## src/rtl/sseg_scan_driver.sv

```systemverilog
// Scanned N-digit common-anode hex display driver with double-buffered loads.
// Optional PWM dimming when SSEG_BRIGHTNESS_EN is defined.
`timescale 1ns/1ps
module sseg_scan_driver #(
   parameter int NUM_DIGITS   = 4,
   parameter int REFRESH_DIV  = 100000,
   parameter int GUARD_CYCLES = 200,
   parameter int BRIGHT_W     = 4
) (
   input  logic                      clock_i,
   input  logic                      reset_i,
   input  logic [4*NUM_DIGITS-1:0]   value_i,
   input  logic [NUM_DIGITS-1:0]     dp_i,
   input  logic [NUM_DIGITS-1:0]     blank_i,
   input  logic                      lz_en_i,
   input  logic                      load_i,
`ifdef SSEG_BRIGHTNESS_EN
   input  logic [BRIGHT_W-1:0]       brightness_i,
`endif
   output logic [NUM_DIGITS-1:0]     an_n_o,
   output logic [7:0]                seg_n_o,
   output logic                      frame_o
);

   localparam int SLOT_W = $clog2(REFRESH_DIV);
   localparam int IDX_W  = (NUM_DIGITS > 1) ? $clog2(NUM_DIGITS) : 1;
   localparam logic [SLOT_W-1:0] SLOT_LAST = SLOT_W'(REFRESH_DIV - 1);
   localparam logic [SLOT_W-1:0] GUARD_END = SLOT_W'(GUARD_CYCLES);
   localparam logic [IDX_W-1:0]  IDX_LAST  = IDX_W'(NUM_DIGITS - 1);

   logic [SLOT_W-1:0]       slot_cnt_q, slot_cnt_d;
   logic [IDX_W-1:0]        idx_q, idx_d;
   logic                    pending_q, pending_d;
   logic [4*NUM_DIGITS-1:0] sh_val_q, sh_val_d;
   logic [NUM_DIGITS-1:0]   sh_dp_q, sh_dp_d;
   logic [NUM_DIGITS-1:0]   sh_blank_q, sh_blank_d;
   logic                    sh_lz_q, sh_lz_d;
   logic [4*NUM_DIGITS-1:0] act_val_q, act_val_d;
   logic [NUM_DIGITS-1:0]   act_dp_q, act_dp_d;
   logic [NUM_DIGITS-1:0]   act_blank_q, act_blank_d;
   logic                    act_lz_q, act_lz_d;
   logic [NUM_DIGITS-1:0]   an_n_q, an_n_d;
   logic [7:0]              seg_n_q, seg_n_d;
   logic                    frame_q, frame_d;

   logic                    slot_term;
   logic                    wrap;
   logic                    guard;
   logic                    pwm_on;
   logic                    zero_above;
   logic [NUM_DIGITS-1:0]   sup;
   logic [3:0]              nib;
   logic [6:0]              font;
   logic                    dark;

`ifdef SSEG_BRIGHTNESS_EN
   logic [BRIGHT_W-1:0]     pwm_cnt_q, pwm_cnt_d;

   always_comb begin
      pwm_cnt_d = pwm_cnt_q + 1'b1;
      pwm_on    = (pwm_cnt_q < brightness_i) || (&brightness_i);
   end

   always_ff @(posedge clock_i) begin
      if (reset_i) pwm_cnt_q <= '0;
      else         pwm_cnt_q <= pwm_cnt_d;
   end
`else
   always_comb pwm_on = 1'b1;
`endif

   always_comb begin
      slot_term  = (slot_cnt_q == SLOT_LAST);
      wrap       = slot_term && (idx_q == IDX_LAST);
      slot_cnt_d = slot_term ? '0 : slot_cnt_q + 1'b1;
      idx_d      = idx_q;
      if (slot_term) idx_d = wrap ? '0 : idx_q + 1'b1;
      frame_d    = wrap;

      sh_val_d   = sh_val_q;
      sh_dp_d    = sh_dp_q;
      sh_blank_d = sh_blank_q;
      sh_lz_d    = sh_lz_q;
      if (load_i) begin
         sh_val_d   = value_i;
         sh_dp_d    = dp_i;
         sh_blank_d = blank_i;
         sh_lz_d    = lz_en_i;
      end

      // A load on the copy edge lands in shadow and waits a whole frame.
      pending_d = pending_q;
      if (wrap)   pending_d = 1'b0;
      if (load_i) pending_d = 1'b1;

      act_val_d   = act_val_q;
      act_dp_d    = act_dp_q;
      act_blank_d = act_blank_q;
      act_lz_d    = act_lz_q;
      if (wrap && pending_q) begin
         act_val_d   = sh_val_q;
         act_dp_d    = sh_dp_q;
         act_blank_d = sh_blank_q;
         act_lz_d    = sh_lz_q;
      end
   end

   // Suppress a digit when it and everything above is zero with no DP lit.
   always_comb begin
      zero_above = 1'b1;
      sup        = '0;
      for (int i = NUM_DIGITS - 1; i >= 0; i--) begin
         zero_above = zero_above & (act_val_q[4*i +: 4] == 4'h0) & ~act_dp_q[i];
         sup[i]     = zero_above & act_lz_q & (i != 0);
      end
   end

   always_comb begin
      nib = act_val_q[{idx_q, 2'b00} +: 4];
      unique case (nib)
         4'h0: font = 7'h3F;
         4'h1: font = 7'h06;
         4'h2: font = 7'h5B;
         4'h3: font = 7'h4F;
         4'h4: font = 7'h66;
         4'h5: font = 7'h6D;
         4'h6: font = 7'h7D;
         4'h7: font = 7'h07;
         4'h8: font = 7'h7F;
         4'h9: font = 7'h6F;
         4'hA: font = 7'h77;
         4'hB: font = 7'h7C;
         4'hC: font = 7'h39;
         4'hD: font = 7'h5E;
         4'hE: font = 7'h79;
         4'hF: font = 7'h71;
         default: font = 7'h00;
      endcase
      guard  = (slot_cnt_q < GUARD_END);
      dark   = act_blank_q[idx_q] | sup[idx_q];
      an_n_d = '1;
      if (!guard && pwm_on) an_n_d[idx_q] = 1'b0;
      seg_n_d = (guard || dark) ? 8'hFF : ~{act_dp_q[idx_q], font};
   end

   always_ff @(posedge clock_i) begin
      if (reset_i) begin
         slot_cnt_q  <= '0;
         idx_q       <= '0;
         pending_q   <= 1'b0;
         sh_val_q    <= '0;
         sh_dp_q     <= '0;
         sh_blank_q  <= '0;
         sh_lz_q     <= 1'b0;
         act_val_q   <= '0;
         act_dp_q    <= '0;
         act_blank_q <= '0;
         act_lz_q    <= 1'b0;
         an_n_q      <= '1;
         seg_n_q     <= 8'hFF;
         frame_q     <= 1'b0;
      end else begin
         slot_cnt_q  <= slot_cnt_d;
         idx_q       <= idx_d;
         pending_q   <= pending_d;
         sh_val_q    <= sh_val_d;
         sh_dp_q     <= sh_dp_d;
         sh_blank_q  <= sh_blank_d;
         sh_lz_q     <= sh_lz_d;
         act_val_q   <= act_val_d;
         act_dp_q    <= act_dp_d;
         act_blank_q <= act_blank_d;
         act_lz_q    <= act_lz_d;
         an_n_q      <= an_n_d;
         seg_n_q     <= seg_n_d;
         frame_q     <= frame_d;
      end
   end

   assign an_n_o  = an_n_q;
   assign seg_n_o = seg_n_q;
   assign frame_o = frame_q;

endmodule
```

## config.mk

```make
export PLATFORM = sky130hd
export DESIGN_NAME = sseg_scan_driver
export DESIGN_NICKNAME = d
export VERILOG_FILES = /design/src/rtl/sseg_scan_driver.sv
export SDC_FILE = /design/constraint.sdc
export NUM_CORES = 1
export LEC_CHECK = 0
export ABC_AREA = 1
export BUFFER_PORTS_ARGS = -buffer_cell sky130_fd_sc_hd__buf_2
export CORE_AREA = 8 8 107 109
export CTS_BUF_LIST = sky130_fd_sc_hd__clkbuf_4
export CTS_CLUSTER_SIZE = 30
export DETAILED_ROUTE_END_ITERATION = 16
export DIE_AREA = 0 0 115 117
export HOLD_SLACK_MARGIN = 0.12
export SLEW_MARGIN = 10
export SYNTH_ARGS = -nofsm -noshare
export SYNTH_HDL_FRONTEND = slang
export SYNTH_SLANG_ARGS = --single-unit
```

## constraint.sdc

```tcl
create_clock -name clock_i -period 1.9 [get_ports clock_i]
set_input_delay 0.38 -clock clock_i [delete_from_list [all_inputs] [get_ports clock_i]]
set_output_delay 0.38 -clock clock_i [all_outputs]
set_load 0.01 [all_outputs]
```

Word-level counts from Yosys, hierarchy flattened
Memory sizes are Yosys's and may differ from the RTL's.
Index checks and enable logic that the tools add are counted.
Widths: inputs -> output; s select.
{"block": "word_totals", "register_bits": 83, "rom_bits": 112, "input_bits": 28, "output_inout_bits": 13, "elab_cells": 59, "mem_count": 1}
{"memory": "(no name shown)", "words": 16, "width": 7, "rd": 1, "rd_clocked_by_memory_dff": 0, "wr": 0, "line_no": "120", "source": "unique case (nib)"}
{"block": "classes", "add_sub_neg": 2, "order_cmp": 3, "n_eq_ne": 2, "shifts": 1, "muxes": 11, "bitwise": 14, "n_reduce_logical": 11}
{"cell": "$add 17x1->17 const B", "count": 1}
{"cell": "$eq 17x17->1 const B", "count": 1}
{"cell": "$lt 17x8->1 const B", "count": 1}
{"cell": "$shiftx 16x5->4", "count": 1}
{"cell": "$logic_not 4->1", "count": 3}
{"cell": "$and 1x1->1", "count": 8}
{"cell": "$not 8->8", "count": 1}
{"cell": "$bmux 1 s2", "count": 3}
{"cell": "$mux 1", "count": 6}
{"cell": "$reduce_or 2->1", "count": 3}
{"cell": "$not 4->4", "count": 1}
{"cell": "$logic_and 1x1->1", "count": 3}
{"cell": "$lt 2x3->1 const B", "count": 1}
{"cell": "$not 1->1", "count": 3}
{"cell": "$add 2x1->2 const B", "count": 1}
{"cell": "$demux 1 s2", "count": 1}
{"cell": "$eq 2x2->1 const B", "count": 1}
{"cell": "$ge 2x1->1 const B", "count": 1}
{"cell": "$mux 2", "count": 1}
{"cell": "$reduce_bool 2->1", "count": 1}
{"cell": "$logic_or 1x1->1", "count": 1}
{"cell": "$or 1x1->1", "count": 1}

Longest topological paths before layout
Gate-level depths: netlist of run 1.
{"block": "depth", "depth_word": 12, "depth_mapped": 13, "ltp_nobuf": 12}

Worst setup path after synthesis of run 1
OpenSTA, ideal clock, no wires.
{"block": "synth_timing", "kind": "register to register", "startpoint": "reg idx_q[0]", "endpoint": "reg seg_n_q[3] (netlist: seg_n_o[3])", "setup_time_ns": 0.122, "arrival_ns": 1.501, "t_required_ns": 1.778, "setup_slack_ns": 0.276, "path_stages_with_launch": 11, "n_path_buf": 2, "synth_period_minus_slack_ns": 1.624, "cell_sequence": "dfxtp_1 > buf_4 > buf_2 > nand2_1 > o211ai_1 > nand2_1 > inv_1 > ha_1 > o21ai_0 > o21ai_0 > nand2_1"}
{"block": "synth_via", "elab_chain_len": 5, "word_cells_on_any_way": 10, "classes_between": "shift: 1; mux: 4; bitwise: 2; reduce/logical: 2; memory: 1"}
{"item": "start, declared", "line_no": "32", "source": "logic [IDX_W-1:0] idx_q, idx_d;"}
{"item": "start signal, assigned", "line_no": "164", "source": "idx_q <= idx_d;"}
{"item": "parallel branches: the longest is 5 deep, another holds $mem_v2 16x7"}
{"item": "end signal, assigned", "line_no": "175", "source": "seg_n_q <= seg_n_d;"}
{"item": "end, declared", "line_no": "43", "source": "logic [7:0] seg_n_q, seg_n_d;"}
Several ways; the timed one is not identified. The select of a mux whose other input is x is not followed.
A chain may end at the register's enable or synchronous reset.

Worst setup path after layout of run 1
{"block": "layout_timing", "startpoint": "reg idx_q[0]", "endpoint": "reg seg_n_q[5] (netlist: seg_n_o[5])"}
The elaborated chain is that of the path after synthesis.

==> results.sh, run 1 <==
export IMPL_run_status="completed"
export IMPL_clk_latency_ns=0.44
export IMPL_synth_area_per_cell_sq_um=6.899
export IMPL_placement_rows=37
export IMPL_worst_slew_pin_slew_ns=0.4602
export IMPL_tritoncts_num_sinks=83
export IMPL_cts_root_buffer_type="sky130_fd_sc_hd__clkbuf_4"
export IMPL_ir_drop_uv=448.1
export IMPL_grt_first_pass_wirelength_um=14830
export IMPL_grt_overflow=0
export IMPL_fp_dieW_um=115
export IMPL_reg_to_reg_start="idx_q[0]"
export IMPL_critical_path_max_fanout=17
export IMPL_filler_cell_count=1090
export IMPL_final_period_utilization=0.8886
export IMPL_cts_tree="built"
export IMPL_critical_path_startpoint_type="flip-flop"
export IMPL_ys_ff_latch=83
export IMPL_grt_max_degree=52
export IMPL_n_antenna_cell=0
export IMPL_final_hold_violation_count=0
export IMPL_timing_hold_ws_ns=0.1544
export IMPL_dpl_cell_count=714
export IMPL_cts_buffers_inserted=9
export IMPL_synth_seq_area_share=0.4403
export IMPL_worst_setup_hold_path_clk_slew_ns=0.14
export IMPL_critical_path_endpoint_type="flip-flop"
export IMPL_drt_pre_antenna_iters=5
export IMPL_final_layout_size_suffix_gt1_frac=0.1362
export IMPL_clock_tree_htree_level_count=3
export IMPL_timing_max_slew_rel_slack=0.6932
export IMPL_io_pin_count=41
export IMPL_fin_cells=738
export IMPL_p_leak_nw=2.024
export IMPL_maxSlewViolCount=0
export IMPL_max_clock_path_buffers=2
export IMPL_worst_setup_path_type="reg2reg"
export IMPL_drv_cap=0
export IMPL_post_place_ws_ns=0.03408
export IMPL_portion_of_synthesized_cell_area_occupied_by_the_leading_cell_type=0.4403
export IMPL_die_height_um=117
export IMPL_netlist_instances=547
export IMPL_post_drt_wl_per_cell_um=11.45
export IMPL_synth_nets=585
export IMPL_viasPerCell=4.560
export IMPL_final_setup_worst_slack_ns=0.2116
export IMPL_drt_total_wl_um=8451
export IMPL_timing_hold_worst_start="value_i[14]"
export IMPL_final_setup_tns_ns=0
export IMPL_rsz0062_at_grt="no"
export IMPL_hpwlAfterDp_um=6027
export IMPL_core_occupancy_in_the_finished_layout=0.4338
export IMPL_report_power_total_mw=2.850
export IMPL_grt_antenna_before_repair=0
export IMPL_core_region_area_sq_um=9907
export IMPL_max_clock_freq_ghz=0.5923
export IMPL_worstSetupStartpoint="idx_q[0]"
export IMPL_post_route_antenna_net_violation_count=0
export IMPL_synth_largest_area_cell="sky130_fd_sc_hd__dfxtp_1"
export IMPL_worst_endpoint_required_ns=2.24
export IMPL_powerDensity_nw_per_um2=663.1
export IMPL_mappedNetlistArea_sq_um=3774
export IMPL_drc=0
export IMPL_number_of_buffers_inserted_by_port_buffering=40
export IMPL_flow_area_growth_from_synthesis_pct=13.89
export IMPL_initial_standard_cell_utilization_of_the_core=0.3809
export IMPL_synth_warning_count=0
export IMPL_non_filler_cell_area_final_sq_um=4298
export IMPL_synthDistinctLibCells=29
export IMPL_cell_types_with_the_largest_area_share_after_synthesis="sky130_fd_sc_hd__dfxtp_1, sky130_fd_sc_hd__nor2_1, sky130_fd_sc_hd__nand2_1, sky130_fd_sc_hd__o21ai_0, sky130_fd_sc_hd__inv_1"
export IMPL_die_area_sq_um=13460
export IMPL_setup_viol=0
export IMPL_hold_path_class="in2reg"
export IMPL_timing_final_crit_period_ns=1.688
export IMPL_clock_skew_final_ns=0.02423
export IMPL_placement_cell_area_sq_um=4098
export IMPL_final_net_count=635
export IMPL_number_of_global_route_vias_before_repair=3329
export IMPL_grt_util_all_layers=0.1374
export IMPL_globalplace_congestion=0.8411
export IMPL_routed_via_count=3365
export IMPL_critical_path_arrival_ns=2.02
export IMPL_drt_first_iter_violations=211
cell usage after synthesis, drive strengths merged:
master / count
a21oi: 20
buf: 11
clkbuf: 7
clkinv: 2
dfxtp: 83
ha: 10
inv: 52
nand2: 132
nand3: 20
nand3b: 3
nand4: 5
nor2: 144
nor3: 4
o211ai: 2
o21ai: 44
o22ai: 1
o31ai: 1
or2: 2
xor2: 4
final cells by class:
| cell class | count | area (sq um) | share of cell area |
|---|---|---|---|
| Clock buffer | 9 | 67.56 | 0.01572 |
| Clock inverter | 7 | 50.05 | 0.01164 |
| Inverter | 54 | 202.7 | 0.04716 |
| Multi-Input combinational cell | 392 | 1783 | 0.4148 |
| Sequential cell | 83 | 1664 | 0.3872 |
| Tap cell | 136 | 170.2 | 0.03959 |
| Timing Repair Buffer | 57 | 360.3 | 0.08384 |
per-layer routing:
metal | part of all wire | wire length, um | track usage | vias to the layer above
met5 | 0 | 0 | 0 | -
met4 | 0.019 | 162 | 0.05604 | 0
li1 | - | - | - | 1797
met2 | 0.44 | 3697 | 0.2241 | 68
met3 | 0.049 | 413 | 0.03899 | 16
met1 | 0.49 | 4178 | 0.1675 | 1484
path summary, 6_finish.rpt:
kind	to	slack (ns)	cells past startpoint
max	seg_n_o[5]	0.21	9
min reg2reg	slot_cnt_q[0]	0.46	1
min	sh_val_q[14]	0.15	3
max reg2reg	seg_n_o[5]	0.21	9
report_power, final:
group | total [mW] | leakage (nW) | internal (mW) | switching [mW]
Sequential | 1.81 | 0.677 | 1.78 | 0.0240
Clock | 0.904 | 0.0604 | 0.273 | 0.631
Combinational | 0.138 | 1.29 | 0.0601 | 0.0782
sequential cells by signal (all words and copies together), names as in the netlist, 8 cells and up:
register	count
slot_cnt_q	17
sh_val_q	16
seg_n_o	8
act_val_q	16
critical path: stages, from the launching register on:
cell	delay, ns
sky130_fd_sc_hd__dfxtp_2	0.44
sky130_fd_sc_hd__a21oi_1	0.16
sky130_fd_sc_hd__o21ai_0	0.09
sky130_fd_sc_hd__nand2_1	0.17
sky130_fd_sc_hd__inv_1	0.11
sky130_fd_sc_hd__ha_1	0.21
sky130_fd_sc_hd__nand2_1	0.10
sky130_fd_sc_hd__nand2_1	0.05
sky130_fd_sc_hd__o21ai_0	0.18
sky130_fd_sc_hd__nand2_1	0.07
cell families after synthesis:
group / share of synthesized area
AO/OA/AOI/OAI: 0.09251
XOR/XNOR: 0.009283
adder cells (fa/ha/maj): 0.03316
buffers and inverters: 0.08720
flip-flops: 0.4403
AND/OR/NAND/NOR: 0.3375
layout by cell type (no fill, tap or decap), types with 2 or more instances in the layout:
master	Yosys	routed
sky130_fd_sc_hd__a21oi_1	20	20
sky130_fd_sc_hd__buf_2	2	40
sky130_fd_sc_hd__buf_4	3	8
sky130_fd_sc_hd__clkbuf_4	0	9
sky130_fd_sc_hd__clkinv_1	2	3
sky130_fd_sc_hd__clkinvlp_4	0	2
sky130_fd_sc_hd__dfxtp_1	83	81
sky130_fd_sc_hd__dfxtp_2	0	2
sky130_fd_sc_hd__dlygate4sd3_1	0	8
sky130_fd_sc_hd__ha_1	10	10
sky130_fd_sc_hd__inv_1	48	48
sky130_fd_sc_hd__inv_2	4	4
sky130_fd_sc_hd__inv_6	0	2
sky130_fd_sc_hd__nand2_1	128	128
sky130_fd_sc_hd__nand2_2	4	4
sky130_fd_sc_hd__nand3_1	19	19
sky130_fd_sc_hd__nand3b_1	3	3
sky130_fd_sc_hd__nand4_1	3	3
sky130_fd_sc_hd__nor2_1	140	140
sky130_fd_sc_hd__nor2_2	3	3
sky130_fd_sc_hd__nor3_1	4	4
sky130_fd_sc_hd__o211ai_1	2	2
sky130_fd_sc_hd__o21ai_0	44	44
sky130_fd_sc_hd__xor2_1	4	4
what timing repair did:
action | CTS | global route
pin swaps | 0 | 1
hold buffers | 8 | 0
setup buffers | 0 | 0
endpoints found under the setup margin | 1 | 1
hold endpoints to repair | 8 | 0
resized for setup | 1 | 1
Note: power is estimated with default switching activity, not from simulation.
==> run 2, diff against run 1 <==
PLACE_DENSITY_LB_ADDON = 0.08   (was not set)
==> results.sh, run 2 (synthesis gave the netlist of run 1 again) <==
export IMPL_largest_register="slot_cnt_q"
export IMPL_worst_endpoint_required_ns=2.28
export IMPL_worst_slew_pin_slew_ns=0.3519
export IMPL_core_occupancy_in_the_finished_layout=0.4312
export IMPL_final_setup_tns_ns=0
export IMPL_viasPerCell=4.402
export IMPL_grt_max_degree=52
export IMPL_initial_standard_cell_utilization_of_the_core=0.3809
export IMPL_hold_end="pending_q"
export IMPL_cts_hold_buffers=0
export IMPL_max_clock_path_buffers=2
export IMPL_whs_path_depth=2
export IMPL_drv_cap=0
export IMPL_run_status="completed"
export IMPL_max_clock_freq_ghz=0.5895
export IMPL_number_of_global_route_vias_before_repair=2983
export IMPL_cts_buffers_inserted=9
export IMPL_worst_setup_hold_path_clk_slew_ns=0.13
export IMPL_timing_hold_ws_ns=0.1614
export IMPL_worst_r2r_endpoint="seg_n_o[0]"
export IMPL_drt_pre_antenna_iters=5
export IMPL_critical_path_startpoint_type="flip-flop"
export IMPL_worst_setup_path_type="reg2reg"
export IMPL_grt_antenna_before_repair=0
export IMPL_powerDensity_nw_per_um2=719.4
export IMPL_placement_rows=37
export IMPL_critical_path_arrival_ns=2.08
export IMPL_final_period_utilization=0.8928
export IMPL_grt_first_pass_wirelength_um=14170
export IMPL_routed_via_count=3209
export IMPL_maxSlewViolCount=0
export IMPL_hpwlAfterDp_um=5936
export IMPL_final_net_count=626
export IMPL_critical_path_max_fanout=10
export IMPL_ir_drop_uv=368.5
export IMPL_setup_viol=0
export IMPL_tritoncts_num_sinks=83
export IMPL_top_regs="slot_cnt_q x17, act_val_q x16, sh_val_q x16"
export IMPL_reg_to_reg_start="idx_q[1]"
export IMPL_mostFrequentLayoutCells="sky130_fd_sc_hd__nor2_1, sky130_fd_sc_hd__nand2_1, sky130_fd_sc_hd__dfxtp_1"
export IMPL_drc=0
export IMPL_n_antenna_cell=0
export IMPL_timing_hold_worst_start="reset_i"
export IMPL_post_route_antenna_net_violation_count=0
export IMPL_report_power_total_mw=3.073
export IMPL_fp_dieW_um=115
export IMPL_clk_latency_ns=0.43
export IMPL_final_layout_size_suffix_gt1_frac=0.1332
export IMPL_final_hold_violation_count=0
export IMPL_die_area_sq_um=13460
export IMPL_ff2ff_path_depth=12
export IMPL_timing_max_slew_rel_slack=0.7634
export IMPL_dpl_cell_count=713
export IMPL_cp_slowest_stage_delay_ns=0.48
export IMPL_largest_register_ff_count=17
export IMPL_drt_total_wl_um=8433
export IMPL_globalplace_congestion=0.8069
export IMPL_hold_path_class="in2reg"
export IMPL_timing_final_crit_period_ns=1.696
export IMPL_clock_tree_htree_level_count=3
export IMPL_worstSetupStartpoint="idx_q[1]"
export IMPL_p_leak_nw=2.017
export IMPL_flow_area_growth_from_synthesis_pct=13.20
export IMPL_number_of_buffers_inserted_by_port_buffering=40
export IMPL_core_region_area_sq_um=9907
export IMPL_setup_slack_reg_to_reg_ns=0.20
export IMPL_drt_first_iter_violations=155
export IMPL_post_drt_wl_per_cell_um=11.57
export IMPL_layout_cells_most_common="sky130_fd_sc_hd__nor2_1"
export IMPL_critical_path_endpoint_type="flip-flop"
export IMPL_grt_overflow=0
export IMPL_timing_critical_path_cells="inv_2 > buf_4 > o211ai_1 > nand2_1 > inv_1 > ha_1 > nand3_1 > nand2_1 > nand2_1 > nand2_1 > inv_1 > nand2_1"
export IMPL_cts_root_buffer_type="sky130_fd_sc_hd__clkbuf_4"
export IMPL_rsz0062_at_grt="no"
export IMPL_fin_cells=729
export IMPL_grt_util_all_layers=0.1340
export IMPL_path_common_cell="sky130_fd_sc_hd__nand2_1"
export IMPL_io_pin_count=41
export IMPL_die_height_um=117
export IMPL_clock_skew_final_ns=0.01446
export IMPL_cts_tree="built"
export IMPL_critPathSlowestCell="sky130_fd_sc_hd__dfxtp_1"
[run 2: critical path, delay by kind of cell (launching register included)]
kind | cells | cell delay, ns
AO/OA/AOI/OAI | 1 | 0.09
AND/OR/NAND/NOR | 6 | 0.47
adder cells (fa/ha/maj) | 1 | 0.22
flip-flops | 1 | 0.48
buffers and inverters | 4 | 0.40
[run 2: stage by stage]
| stage | instance area (sq um) | setup WS, ns |
|---|---|---|
| 6_report | 4272 | 0.2036 |
| 4_1_cts | 4270 | 0.1469 |
| 3_3_place_gp | 4115 | 0.2272 |
| 5_1_grt | 4272 | 0.03119 |
| 3_5_place_dp | 4115 | 0.1768 |
| 2_1_floorplan | 3774 | 0.2765 |
[run 2: final cells by class]
type	instances	area, sq um
Clock buffer	10	75.07
Clock inverter	6	80.08
Fill cell	1103	5635
Inverter	54	202.7
Multi-Input combinational cell	392	1783
Sequential cell	83	1663
Tap cell	136	170.2
Timing Repair Buffer	48	297.8
[run 2: worst max-delay path by stage]
stage                  to  cells past startpoint
6_report       seg_n_o[0]                     12
5_1_grt        seg_n_o[5]                     10
4_1_cts        seg_n_o[5]                      9
3_5_place_dp   seg_n_o[5]                      9
3_3_place_gp   seg_n_o[5]                      7
2_1_floorplan  seg_n_o[3]                     10
[run 2: per-layer routing]
metal / vias up / share of wire / global-route usage
met5: - / 0 / 0
li1: 1778 / - / -
met4: 0 / 0.019 / 0.07268
met3: 12 / 0.035 / 0.02617
met1: 1369 / 0.52 / 0.1725
met2: 50 / 0.42 / 0.2077
[run 2: what timing repair did]
action / in CTS / in global routing
setup endpoints to repair: 0 / 7
gates resized for setup: 0 / 1
buffers inserted: 0 / 0
[run 2: where the power goes]
group          internal (mW)  switching [mW]  total (mW)
clock network          0.538           0.600        1.14
logic                 0.0523          0.0752       0.127
registers               1.78          0.0237        1.81
total                   2.37           0.699        3.07
